<file path="config.mk">
export PLATFORM = sky130hd
export DESIGN_NAME = uart_rx
export DESIGN_NICKNAME = d
export VERILOG_FILES = /design/src/rtl/uart_pkg.sv /design/src/rtl/sync_2ff.sv /design/src/rtl/uart_rx.sv
export SDC_FILE = /design/constraint.sdc
export NUM_CORES = 1
export LEC_CHECK = 0
export ABC_CLOCK_PERIOD_IN_PS = 3200
export CELL_PAD_IN_SITES_DETAIL_PLACEMENT = 0
export CELL_PAD_IN_SITES_GLOBAL_PLACEMENT = 1
export CORE_UTILIZATION = 40
export DETAILED_ROUTE_END_ITERATION = 12
export PLACE_DENSITY = 0.71
export SLEW_MARGIN = 10
export SYNTH_ARGS = -nofsm -noshare
export SYNTH_HDL_FRONTEND = slang
export SYNTH_HIERARCHICAL = 1
export SYNTH_SLANG_ARGS = --single-unit
</file>
<file path="constraint.sdc">
create_clock -name i_clk -period 3.2 [get_ports i_clk]
set_input_delay 0.64 -clock i_clk [delete_from_list [all_inputs] [get_ports i_clk]]
set_output_delay 0.64 -clock i_clk [all_outputs]
set_load 0.1 [all_outputs]
</file>
<file path="src/rtl/uart_pkg.sv">
// Shared UART definitions: FSM state encodings, oversampling factor and frame defaults.
// Reused by the transmitter, the baud generator and the receiver.
package uart_pkg;
  localparam int OVERSAMPLE      = 16;
  localparam int NB_DATA_DFLT    = 8;
  localparam int SAMPLE_MID_DFLT = 7;

  typedef enum logic [4:0] {
    IDLE   = 5'b00001,
    START  = 5'b00010,
    DATA   = 5'b00100,
    PARITY = 5'b01000,
    STOP   = 5'b10000
  } state_t;
endpackage

</file>
<file path="src/rtl/sync_2ff.sv">
// Generic two-flop synchronizer with async active-low reset and configurable reset value.
module sync_2ff #(
  parameter logic RST_VAL = 1'b1
) (
  input  logic clk,
  input  logic rst_n,
  input  logic d,
  output logic q
);
  logic meta;

  always_ff @(posedge clk or negedge rst_n) begin
    if (!rst_n) begin
      meta <= RST_VAL;
      q    <= RST_VAL;
    end else begin
      meta <= d;
      q    <= meta;
    end
  end
endmodule

</file>
<file path="src/rtl/uart_rx.sv">
// 16x-oversampled UART receiver (8N1 by default); delivers each byte as a one-cycle valid pulse.
// Define UART_RX_PARITY_EN to expect an even parity bit between the data and stop bits.
module uart_rx
  import uart_pkg::*;
#(
  parameter int NB_DATA    = NB_DATA_DFLT,
  parameter int SAMPLE_MID = SAMPLE_MID_DFLT
) (
  input  logic               i_clk,
  input  logic               i_reset,
  input  logic               i_tick,
  input  logic               i_rx,
  output logic [NB_DATA-1:0] o_data,
  output logic               o_valid,
  output logic               o_frame_err,
  output logic               o_parity_err
);
  localparam int BW = $clog2(NB_DATA) + 1;
  localparam logic [3:0] LAST_TICK = 4'(OVERSAMPLE - 1);

  logic               rx_s, rx_q;
  state_t             state_q, state_d;
  logic [3:0]         tick_q, tick_d;
  logic [BW-1:0]      bit_q, bit_d;
  logic [NB_DATA-1:0] shift_q, shift_d;
  logic               done, par_err;

  sync_2ff #(.RST_VAL(1'b1)) u_sync (
    .clk  (i_clk),
    .rst_n(i_reset),
    .d    (i_rx),
    .q    (rx_s)
  );

`ifdef UART_RX_PARITY_EN
  localparam state_t AFTER_DATA = PARITY;
  logic par_q, par_d;
  assign par_err = (^shift_q) ^ par_q;
`else
  localparam state_t AFTER_DATA = STOP;
  assign par_err = 1'b0;
`endif

  always_ff @(posedge i_clk or negedge i_reset) begin
    if (!i_reset) begin
      rx_q    <= 1'b1;
      state_q <= IDLE;
      tick_q  <= '0;
      bit_q   <= '0;
      shift_q <= '0;
`ifdef UART_RX_PARITY_EN
      par_q   <= 1'b0;
`endif
    end else begin
      rx_q    <= rx_s;
      state_q <= state_d;
      tick_q  <= tick_d;
      bit_q   <= bit_d;
      shift_q <= shift_d;
`ifdef UART_RX_PARITY_EN
      par_q   <= par_d;
`endif
    end
  end

  always_comb begin
    state_d = state_q;
    tick_d  = tick_q;
    bit_d   = bit_q;
    shift_d = shift_q;
    done    = 1'b0;
`ifdef UART_RX_PARITY_EN
    par_d   = par_q;
`endif
    case (state_q)
      IDLE: begin
        tick_d = '0;
        bit_d  = '0;
        // Edge-triggered so a line stuck low (break) cannot restart frames.
        if (!rx_s && rx_q) state_d = START;
      end
      START: if (i_tick) begin
        if (tick_q == 4'(SAMPLE_MID)) begin
          tick_d  = '0;
          state_d = rx_s ? IDLE : DATA;
        end else begin
          tick_d = tick_q + 4'd1;
        end
      end
      DATA: if (i_tick) begin
        tick_d = tick_q + 4'd1;
        if (tick_q == LAST_TICK) begin
          shift_d = {rx_s, shift_q[NB_DATA-1:1]};
          if (bit_q == BW'(NB_DATA - 1)) begin
            bit_d   = '0;
            state_d = AFTER_DATA;
          end else begin
            bit_d = bit_q + 1'b1;
          end
        end
      end
`ifdef UART_RX_PARITY_EN
      PARITY: if (i_tick) begin
        tick_d = tick_q + 4'd1;
        if (tick_q == LAST_TICK) begin
          par_d   = rx_s;
          state_d = STOP;
        end
      end
`endif
      STOP: if (i_tick) begin
        tick_d = tick_q + 4'd1;
        // Leave at mid-stop so a following start edge is never missed.
        if (tick_q == LAST_TICK) begin
          done    = 1'b1;
          tick_d  = '0;
          state_d = IDLE;
        end
      end
      default: state_d = IDLE;
    endcase
  end

  always_ff @(posedge i_clk or negedge i_reset) begin
    if (!i_reset) begin
      o_data       <= '0;
      o_valid      <= 1'b0;
      o_frame_err  <= 1'b0;
      o_parity_err <= 1'b0;
    end else begin
      o_valid      <= done;
      o_frame_err  <= done & ~rx_s;
      o_parity_err <= done & par_err;
      if (done) o_data <= shift_q;
    end
  end
endmodule

</file>
==> impl_metrics.tcl <==
set metrics [dict create \
    nNetsFinal 150 \
    placementRows 21 \
    reg2reg_from "state_q[2]" \
    numPortBuffers 13 \
    grt_max_degree 34 \
    layout_common_cells "dfrtp_1 (29), mux2_2 (16), buf_4 (15)" \
    start_kind "primary input" \
    h-tree-depth 2 \
    worst_ep_required_time_ns 3.37 \
    ys_types 38 \
    grtUsageTotal 0.1505 \
    die_h_um 63.22 \
    final_common_cell "dfrtp_1" \
    seq_area_um2 830.8 \
    drt-vias-per-instance 5.204 \
    cts_setup_buffers 0 \
    finClkSkew_ns 0.003734 \
    first_pass_iters 5 \
    path_max_fanout 11 \
    cp-end-kind "flip-flop" \
    drive_gt1_frac 0.3172 \
    ant_nets 0 \
    overflow 0 \
    critPathLaunch "i_tick" \
    worst_slack_ns 1.094 \
    layout_min_cycle_time_ns 2.106 \
    min_path_type "reg -> reg" \
    rsz0062_at_grt "no" \
    synthToLayoutAreaGrowth_pct 19.12 \
    multi_input_comb_area_um2 619.3 \
    setup_tns_ns 0 \
    max-vdd-ir-drop_mv 0.2791 \
    die-area_um2 3996 \
    dr.first_iter.drc_count 21 \
    dp_hpwl_um 1780 \
    p_per_area_nw_per_um2 602.1 \
    synthCells 124 \
    syn_nets 130 \
    cts-root-buf "clkbuf_8" \
    finalWeightedCongestion 0.8332 \
    synth_area_um2 1499 \
    core-area_um2 3468 \
    finalSetupViolCount 0 \
    dp_slack_ns 0.8163 \
    clkSinkCount 33 \
    cts_made_buffers 5 \
    rrSetupSlack_ns 1.17 \
    grt_pass1_wl_um 4485 \
    synth_seq_cells 33 \
    post_drt_wl_per_cell_um 13.34 \
    r2r_end "state_q[1]" \
    dr_total_vias 994 \
    synth_flop_cell "dfrtp_1" \
    drc 0 \
    routed_wl_um 2547 \
    grt_pass1_vias 957 \
    fin_crit_sh 0.6580 \
    clk_latency_ns 0.28 \
    cts_buffer_depth 2 \
    fmax_mhz 474.9 \
    reg2reg_depth 5 \
    grt_antenna_before_repair 0 \
    cap_violations 0 \
    cp_data_arrival_time_ns 2.28 \
    drv_slew 0 \
    final-hold-violation-count 0 \
    pin_count 15 \
    synth_edf_count 0 \
    diodes 0 \
    endpoint "bit_q[3]" \
    status "complete, no violations" \
    leakagePower_nw 0.8462 \
    cts_resized 0 \
    n_fill_cell 319 \
    cts_tree "yes" \
    async_reset_ff_frac 1.000 \
    initial_utilization 0.4322 \
    yosys_warnings 6 \
    crit_type "in -> reg" \
    syn_avg_cell_area_um2 12.09 \
    ctsHoldBuffers 0 \
    die_x_um 63.22 \
    synth_seq_area_share 0.5543 \
    clkSlewWorstSetupHoldPaths_ns 0.07 \
]
[cells by family after synthesis]
| group | Yosys count | share of synthesized area |
|---|---|---|
| other | 1 | 0.002502 |
| AND/OR/NAND/NOR | 40 | 0.1569 |
| multiplexers | 20 | 0.1486 |
| flip-flops | 33 | 0.5543 |
| buffers and inverters | 9 | 0.03255 |
| adder cells (fa/ha/maj) | 2 | 0.01669 |
| XOR/XNOR | 1 | 0.005844 |
| AO/OA/AOI/OAI | 18 | 0.08264 |
[final cells by class]
class,instances,share of cell area
Sequential cell,33,0.4653
Multi-Input combinational cell,82,0.3469
Timing Repair Buffer,18,0.07989
Clock buffer,6,0.04625
Tap cell,46,0.03224
Clock inverter,2,0.02102
Inverter,4,0.008409
[synthesized netlist by cell type (3+ instances only)]
cell	count	area (µm²)
inv_1	4	15.01
nand3_1	5	25.02
dfstp_2	4	105.1
nor4b_1	3	26.28
buf_2	3	15.01
dfrtp_1	29	725.7
nand2_1	8	30.03
nor2_1	6	22.52
o21ai_0	7	35.03
nor2b_1	5	31.28
nor3_1	3	15.01
mux2_2	16	180.2
[how the worst min path moves through the flow]
stage / from / to / slack (ns) / cells past startpoint
after floorplan: i_reset / bit_q[0] / 0.34 / 0
after global placement: u_sync/meta / u_sync/q / 0.35 / 0
after detailed placement: u_sync/meta / u_sync/q / 0.35 / 0
after CTS: u_sync/meta / u_sync/q / 0.36 / 0
after global routing: u_sync/meta / u_sync/q / 0.36 / 0
final: u_sync/meta / u_sync/q / 0.36 / 0
[metrics by stage]
step / cell area (µm²) / util / hold slack (ns) / total power [mW] / std cells
final: 1785 / 0.5148 / 0.3560 / 1.075 / 191
after global routing: 1785 / 0.5148 / 0.3607 / 1.136 / 191
after CTS: 1785 / 0.5148 / 0.3575 / 1.087 / 191
after detailed placement: 1665 / 0.4802 / 0.3472 / 0.6766 / 183
after global placement: 1665 / 0.4802 / 0.3456 / 0.6717 / 183
after floorplan: 1499 / - / 0.3444 / 0.6116 / 124
[flip-flops by register name, indices dropped and copies added, names as in the netlist]
signal and cells:
rx_q 1, o_valid 1, shift_q 8, tick_q 4
state_q 4, u_sync/q 1, o_data 8, o_frame_err 1
bit_q 4, u_sync/meta 1
[critical path, cell delays in order]
cell	delay [ns]
clkdlybuf4s50_1	0.53
nand4_1	0.25
nor2_1	0.17
buf_4	0.20
nor2_1	0.11
a21o_1	0.16
a22o_1	0.22
[metal layers]
layer / vias up / share of wire / track usage
li1: 483 / - / -
met1: 485 / 0.51 / 0.2051
met2: 22 / 0.44 / 0.2016
met3: 4 / 0.037 / 0.07065
met4: 0 / 0.013 / 0.06534
met5: - / 0 / 0
[power breakdown]
part	switching (mW)	total, mW	internal [mW]
logic	0.105	0.193	0.0884
clock network	0.153	0.407	0.253
registers	0.0328	0.475	0.442
Power figures use the tool's default switching activity.
